File: config.mk
export PLATFORM = sky130hd
export DESIGN_NAME = frame_cfg_ctrl
export DESIGN_NICKNAME = d
export VERILOG_FILES = /design/src/rtl/frame_cfg_ctrl.sv
export SDC_FILE = /design/constraint.sdc
export NUM_CORES = 1
export LEC_CHECK = 0
export ABC_AREA = 1
export CAP_MARGIN = 20
export CORE_MARGIN = 3
export CORE_UTILIZATION = 35
export DETAILED_ROUTE_END_ITERATION = 16
export SYNTH_ARGS = -nofsm -noshare
export SYNTH_HDL_FRONTEND = slang
export SYNTH_SLANG_ARGS = --single-unit
File: constraint.sdc
create_clock -name clk -period 1.5 [get_ports clk]
set_clock_uncertainty 0.15 [all_clocks]
set_input_delay 0.3 -clock clk [delete_from_list [all_inputs] [get_ports clk]]
set_output_delay 0.3 -clock clk [all_outputs]
set_load 0.05 [all_outputs]
File: src/rtl/frame_cfg_ctrl.sv
// -----------------------------------------------------------------------------
// frame_cfg_ctrl
//
// Frame-synchronous control block for the skin-detection pipeline.
// The host writes Cb/Cr thresholds into shadow registers. A commit copies all
// four into the active registers on the cycle after the next vsync rising
// edge, so the bin stage never sees mixed thresholds within one frame. The
// block also latches the centroid result and counts frames at each boundary.
// Optionally, it checks the number of active pixels per frame.
//
// Optional feature macro: FRAME_CFG_CTRL_PIXCHK_EN
//   defined   - per-frame pixel counter; frame_err; res_valid suppressed on
//               bad frames
//   undefined - no counter; frame_err tied low; res_valid on every boundary
//
// Ports
//   clk, rst_n                     pixel clock, async active-low reset
//   cfg_valid/cfg_ready            host write handshake (ready only in IDLE)
//   cfg_addr, cfg_data             0 cb_min, 1 cb_max, 2 cr_min, 3 cr_max
//   cfg_commit                     apply shadow values at next frame boundary
//   de, hsync, vsync               sync signals at the bin stage input
//   cb_min..cr_max                 active thresholds to the bin stage
//   x_in, y_in / x_out, y_out      centroid in / latched per frame
//   res_valid                      one-cycle pulse on new x_out/y_out
//   frame_err                      last frame had the wrong pixel count
//   frame_cnt                      completed frames, wraps at 16 bits
//   busy                           commit pending or being applied
// -----------------------------------------------------------------------------
module frame_cfg_ctrl #(
    parameter int         IMG_W      = 64,
    parameter int         IMG_H      = 64,
    parameter logic [7:0] CB_MIN_RST = 8'd77,
    parameter logic [7:0] CB_MAX_RST = 8'd127,
    parameter logic [7:0] CR_MIN_RST = 8'd133,
    parameter logic [7:0] CR_MAX_RST = 8'd173
) (
    input  logic        clk,
    input  logic        rst_n,
    input  logic        cfg_valid,
    output logic        cfg_ready,
    input  logic [1:0]  cfg_addr,
    input  logic [7:0]  cfg_data,
    input  logic        cfg_commit,
    input  logic        de,
    input  logic        hsync,
    input  logic        vsync,
    output logic [7:0]  cb_min,
    output logic [7:0]  cb_max,
    output logic [7:0]  cr_min,
    output logic [7:0]  cr_max,
    input  logic [10:0] x_in,
    input  logic [10:0] y_in,
    output logic [10:0] x_out,
    output logic [10:0] y_out,
    output logic        res_valid,
    output logic        frame_err,
    output logic [15:0] frame_cnt,
    output logic        busy
);

    localparam int NPIX  = IMG_W * IMG_H;
    localparam int PIX_W = $clog2(NPIX + 1) + 1;
    localparam logic [PIX_W-1:0] PIX_TARGET = PIX_W'(NPIX);
    // Index 0 = cb_min ... index 3 = cr_max, matching cfg_addr.
    localparam logic [3:0][7:0] THR_RST = {CR_MAX_RST, CR_MIN_RST, CB_MAX_RST, CB_MIN_RST};

    typedef enum logic [1:0] {
        ST_IDLE    = 2'd0,
        ST_PENDING = 2'd1,
        ST_APPLY   = 2'd2
    } state_t;

    state_t          state_q, state_d;
    logic            vsync_d_q;
    logic [3:0][7:0] shadow_q, shadow_d;
    logic [3:0][7:0] active_q, active_d;
    logic [10:0]     x_out_q, x_out_d;
    logic [10:0]     y_out_q, y_out_d;
    logic            res_valid_q, res_valid_d;
    logic [15:0]     frame_cnt_q, frame_cnt_d;
    logic            rise;
    logic            err_set;

`ifdef FRAME_CFG_CTRL_PIXCHK_EN
    logic [PIX_W-1:0] pix_cnt_q, pix_cnt_d, pix_sum;
    logic             primed_q, primed_d;
    logic             frame_err_q, frame_err_d;
    logic             unused_inputs;
    assign unused_inputs = hsync;
`else
    logic             unused_inputs;
    assign unused_inputs = ^{hsync, de, PIX_TARGET};
`endif

    assign cfg_ready = (state_q == ST_IDLE);
    assign busy      = ~cfg_ready;

    always_comb begin
        rise        = vsync & ~vsync_d_q;
        state_d     = state_q;
        shadow_d    = shadow_q;
        active_d    = active_q;
        x_out_d     = x_out_q;
        y_out_d     = y_out_q;
        frame_cnt_d = frame_cnt_q;
        err_set     = 1'b0;

`ifdef FRAME_CFG_CTRL_PIXCHK_EN
        // de during the boundary cycle still belongs to the closing frame.
        pix_sum     = (&pix_cnt_q) ? pix_cnt_q : pix_cnt_q + PIX_W'(de);
        pix_cnt_d   = pix_sum;
        primed_d    = primed_q;
        frame_err_d = frame_err_q;
        if (rise) begin
            // The frame ending at the first boundary after reset is partial.
            err_set     = ~primed_q | (pix_sum != PIX_TARGET);
            frame_err_d = err_set;
            pix_cnt_d   = '0;
            primed_d    = 1'b1;
        end
`endif

        res_valid_d = rise & ~err_set;
        if (rise) begin
            x_out_d     = x_in;
            y_out_d     = y_in;
            frame_cnt_d = frame_cnt_q + 16'd1;
        end

        // A write accepted together with a commit is part of that commit.
        if (cfg_valid && cfg_ready) begin
            shadow_d[cfg_addr] = cfg_data;
        end

        case (state_q)
            ST_IDLE:    if (cfg_commit) state_d = ST_PENDING;
            ST_PENDING: if (rise) state_d = ST_APPLY;
            ST_APPLY: begin
                active_d = shadow_q;
                state_d  = ST_IDLE;
            end
            default:    state_d = ST_IDLE;
        endcase
    end

    always_ff @(posedge clk or negedge rst_n) begin
        if (!rst_n) begin
            state_q     <= ST_IDLE;
            vsync_d_q   <= 1'b1;
            shadow_q    <= THR_RST;
            active_q    <= THR_RST;
            x_out_q     <= '0;
            y_out_q     <= '0;
            res_valid_q <= 1'b0;
            frame_cnt_q <= '0;
`ifdef FRAME_CFG_CTRL_PIXCHK_EN
            pix_cnt_q   <= '0;
            primed_q    <= 1'b0;
            frame_err_q <= 1'b0;
`endif
        end else begin
            state_q     <= state_d;
            vsync_d_q   <= vsync;
            shadow_q    <= shadow_d;
            active_q    <= active_d;
            x_out_q     <= x_out_d;
            y_out_q     <= y_out_d;
            res_valid_q <= res_valid_d;
            frame_cnt_q <= frame_cnt_d;
`ifdef FRAME_CFG_CTRL_PIXCHK_EN
            pix_cnt_q   <= pix_cnt_d;
            primed_q    <= primed_d;
            frame_err_q <= frame_err_d;
`endif
        end
    end

    assign cb_min    = active_q[0];
    assign cb_max    = active_q[1];
    assign cr_min    = active_q[2];
    assign cr_max    = active_q[3];
    assign x_out     = x_out_q;
    assign y_out     = y_out_q;
    assign res_valid = res_valid_q;
    assign frame_cnt = frame_cnt_q;
`ifdef FRAME_CFG_CTRL_PIXCHK_EN
    assign frame_err = frame_err_q;
`else
    assign frame_err = 1'b0;
`endif

endmodule
Word level (Yosys, flattened, before mapping)

Index checks and enable logic that the tools add are counted.
W data, S select, Z words.

$add $sub $neg: 1
Order comparisons: 2
Equality and inequality tests: 4
Multiplexer cells: 6
Bitwise gates (word level): 3
Reductions and logical operators: 4

Operators with widths:

| cell                    | number |
|---|---|
| $bwmux W32              | 1 |
| $add A16 B1 Y16 const B | 1 |
| $demux W8 S2            | 1 |
| $mux W8                 | 1 |
| $mux W2                 | 2 |
| $pmux W2 S2             | 1 |
| $lt A2 B3 Y1 const B    | 1 |
| $eq A2 B1 Y1 const B    | 1 |
| $eq A2 B2 Y1 const B    | 1 |
| $ge A2 B1 Y1 const B    | 1 |
| $logic_and A1 B1 Y1     | 2 |
| $logic_not A2 Y1        | 1 |
| $ne A2 B1 Y1 const B    | 1 |
| $ne A2 B2 Y1 const B    | 1 |
| $not A1 Y1              | 2 |
| $reduce_and A2 Y1       | 1 |
| $and A1 B1 Y1           | 1 |

Bits in registers: 106
Input port bits: 39
Output and inout port bits: 74
Logic and storage cells: 34

Logic depth before layout (Yosys ltp)

Depth in word-level cells: 5
Gate-level depth with buffers: 9
Depth with buffers taken out: 9

Least setup slack after synthesis

No wires, ideal clock.

Path type: reg2reg
From: register frame_cnt_q[1] (netlist: frame_cnt[1])
To: register frame_cnt_q[14] (netlist: frame_cnt[14])
Library setup time: 0.113 ns
Arrival time: 1.499 ns
Data required time: 1.237 ns
Path slack: -0.263 ns
Cell stages (with the launch flop): 9
Path buffers: 0
Clock period less this slack: 1.763 ns
Cells stage by stage: dfrtp_1 > ha_1 > nand2_1 > nor2_1 > nand2_1 > nor2_1 > nand3_1 > nand2_1 > inv_1

Cells in the longest elaborated chain, start to end: 1

Ends and longest elaborated chain:

| what                   | RTL line | source |
|---|---|---|
| start, declared        | 80       | `logic [15:0] frame_cnt_q, frame_cnt_d;` |
| start signal, assigned | 169      | `frame_cnt_q <= frame_cnt_d;` |
| $add A16 B1 Y16        | 127      | `frame_cnt_d = frame_cnt_q + 16'd1;` |

No other way between the ends.
A chain may end at the register's enable or synchronous reset.

Worst setup path in the final report

From: register state_q[1]
To: output cfg_ready

Cells in the longest elaborated chain, start to end: 1

Ends and longest elaborated chain:

| what                   | RTL line | source |
|---|---|---|
| start, declared        | 73       | `state_t state_q, state_d;` |
| start signal, assigned | 162      | `state_q <= state_d;` |
| $logic_not A2 Y1       | 95       | `assign cfg_ready = (state_q == ST_IDLE);` |
| end, declared          | 40       | `output logic cfg_ready,` |

No other way between the ends.

==> metrics.md <==
| Metric | Value |
|---|---|
| CTS Sinks | `about 110` |
| Top Ports | `~110` |
| Final Instance Area | `about 7000 um2` |
| YS warnings | `0` |
| GR Util All Layers | `approximately 15%` |
| Wirelength per Cell | `about 15 um` |
| Critical path class | `register to output port` |
| Worst path required time | `about 1100 ps` |
| Hold Path Class | `input port to asynchronous set/reset pin` |
| Initial antenna violation count | `0` |
| DP Worst Slack | `-281.4 ps` |
| Maxcap violations | `0` |
| Clk pwr share | `between 15 and 20%` |
| CP Data Arrival Time | `about 1200 ps` |
| Period Utilization, post-route | `107.6%` |
| Syn_nets | `435` |
| Placed Instances | `~680` |
| Setup_tns | `-1539 ps` |
| Most common cell in the netlist | `nand2_1` |
| Clock root buffer | `clkbuf_16` |
| Switching share of power | `~38%` |
| Core Area | `~12000 um2` |
| Largest net degree at the start of global routing | `33` |
| Area Growth Syn to Fin | `60.90%` |
| Cell Area, Synth | `between 4000 and 5000 um2` |
| Comb pwr share | `a little under half` |
| Yosys top cell area share | `38.22%` |
| Distinct cells, synth | `28` |
| Dominant cell type by area after synthesis | `dfrtp_1` |
| Cells after Synth | `between 300 and 400` |
| Placed Area | `6536 um2` |
| Ys flop type | `dfrtp_1` |
| Maximum VDD drop | `a little over 0.9 mV` |
| Outcome | `finished, violations left` |
| PortBufs | `~110` |
| CTS buffer count | `9` |
| Avg Cell Area, Syn | `~11 um2` |
| Failing checks | `setup timing` |
| # DRC | `0` |
| Total number of vias | `roughly 3100` |
| Post-synthesis register bit count | `around 110` |
| RSZ-0062 raised after global routing | `true` |
| Worst hold margin | `between 200 and 300 ps` |
| RD Place Congestion | `between 0.7 and 0.8` |
| Post-route non-filler standard cell count | `between 700 and 800` |
| Max Freq | `between 600 and 700 MHz` |
| Sequential area share after synthesis | `61.58%` |
| Top cells by area in the synthesized netlist | `dfrtp_1, dfstp_2, nand2_1` |
| Asr flop ratio synth | `between 90% and 100%` |
| Ant. Diodes | `0` |
| Final #Nets | `between 500 and 600` |
| Setup violators final | `33` |
| Power Dens Cells | `about 2000 nW/um2` |
| ANT nets after route | `0` |
| Placement row count | `40` |
| Chip Width | `between 100 and 150 um` |
| Total gr overflow | `0` |
| CP Capture Type | `output port` |
| Drt pass-1 iters | `4` |
| PnR worst setup slack | `-114.1 ps` |
| Leakage Power | `~3.3 nW` |
| Tmin final | `about 1600 ps` |
| Starting Density | `a little over a third` |
| CP max FO | `2` |
| Die area | `roughly 14000 um2` |
| Startpoint types | `register` |
| Number of H-tree levels | `3` |
| Initial DRC count | `around 100` |
| NetSw | `5.439 mW` |
| Die Y | `roughly 120 um` |
| CTS tree | `done` |
| Clock buffer depth | `2` |
| Post-synth EDFFs | `0` |
| Int Pwr | `slightly below 9 mW` |
| Clock Latency Late Sink | `~340 ps` |
| Commonest cells post-synth | `nand2_1, dfrtp_1, dfstp_2` |
| Layout cell share with drive strength beyond 1 | `~44%` |
| Detail Placement HPWL | `between 7000 and 8000 um` |
| First-pass GRT wire length | `approximately 17000 um` |
| Final Hold Violating Endpoints | `0` |
| Detailed Route WL | `around 10000 um` |
| Max Slew Vio Count | `0` |
| Vias in the first global route | `~3300` |
| Fill count | `roughly 1000` |
| Clock transition at path regs | `about 70 ps` |
| Routed vias/inst | `4.428` |
| Sequential fraction of design power | `between 30% and 40%` |
flip-flops by register name, summed over array words and instances (netlist names):
name	cells
x_out	11
res_valid	1
cr_max	8
state_q	2
frame_cnt	16
y_out	11
cb_min	8
cr_min	8
vsync_d_q	1
shadow_q	32
cb_max	8
per-layer routing:
metal,GRT usage (%),vias to the layer above,wire (um)
li1,-,1529,-
met1,18.74,1489,4630
met2,24.47,84,4916
met3,4.037,11,571
met4,4.908,0,140
met5,0,-,0
cell usage in the layout (no fill, tap or decap), drive strengths merged:
master / count
clkbuf: 10
xor2: 7
buf: 98
clkinv: 3
xnor2: 3
nand3: 12
ha: 1
nand4: 2
nand3b: 1
nand2: 136
nor2: 18
clkdlybuf4s50: 35
dlygate4sd3: 1
o21ai: 34
dfstp: 39
conb: 1
mux2: 32
dfrtp: 67
inv: 33
nor3: 2
timing repair:
| item | CTS | global route |
|---|---|---|
| endpoints found under the setup margin | 15 | 55 |
| setup buffers | 1 | 7 |
| hold buffers | 1 | 0 |
| hold endpoints to repair | 14 | 0 |
| gates cloned | 0 | 3 |
| gates resized for setup | 4 | 28 |
| pin swaps | 1 | 8 |
critical path, stage by stage, from the launching register on:
cell,delay [ps]
dfrtp_1,390
inv_2,80
nand2_4,60
buf_12,130
clkinv_8,40
buf_12,120
worst paths after layout:
path,start,slack (ps),depth (start not counted),end
worst min-delay path,rst_n,260,2,cr_max[1]$_DFFE_PN0N_
min in group clk,vsync,300,1,vsync_d_q$_DFF_PN1_
worst max register to register,state_q[1]$_DFFE_PN0P_,-80,7,shadow_q[25]$_DFFE_PN0P_
max in group asynchronous,rst_n,400,3,shadow_q[18]$_DFFE_PN1P_
worst min register to register,shadow_q[26]$_DFFE_PN1P_,320,2,shadow_q[26]$_DFFE_PN1P_
worst max-delay path,state_q[1]$_DFFE_PN0P_,-110,5,cfg_ready
stage by stage:
stage,power [mW],utilization (%)
finish,14.32,58.27
CTS,14.06,56.62
global placement,11.51,53.97
floorplan,8.175,-
detailed placement,11.63,53.97
global route,14.96,58.27
kinds of logic (layout without fill, tap and decap cells):
group | count (synthesis) | after routing | synth area share (%)
buffers and inverters | 43 | 180 | 4.934
adder cells (fa/ha/maj) | 1 | 1 | 0.2852
AND/OR/NAND/NOR | 168 | 171 | 16.97
other | 1 | 1 | 0.08549
AO/OA/AOI/OAI | 34 | 34 | 5.932
multiplexers | 32 | 32 | 8.214
XOR/XNOR | 10 | 10 | 1.997
flip-flops | 106 | 106 | 61.58
power groups by stage:
| stage | sequential [mW] | combinational, mW | clock [mW] |
|---|---|---|---|
| global route | 5.33 | 7.13 | 2.49 |
| detailed placement | 5.22 | 6.41 | 0 |
| floorplan | 6.77 | 1.40 | 0 |
| global placement | 5.18 | 6.33 | 0 |
| finish | 5.18 | 6.80 | 2.33 |
| CTS | 5.18 | 6.49 | 2.40 |
final cells by class:
type	instances	area [um2]	share of cell area [%]
Tap cell	168	210.2	2.978
Multi-Input combinational cell	249	1607	22.76
Clock buffer	10	239.0	3.386
Inverter	30	125.1	1.773
Sequential cell	106	2715	38.47
Clock inverter	6	57.56	0.8155
Timing Repair Buffer	134	2105	29.82
Note: power is estimated with default switching activity, not from simulation.
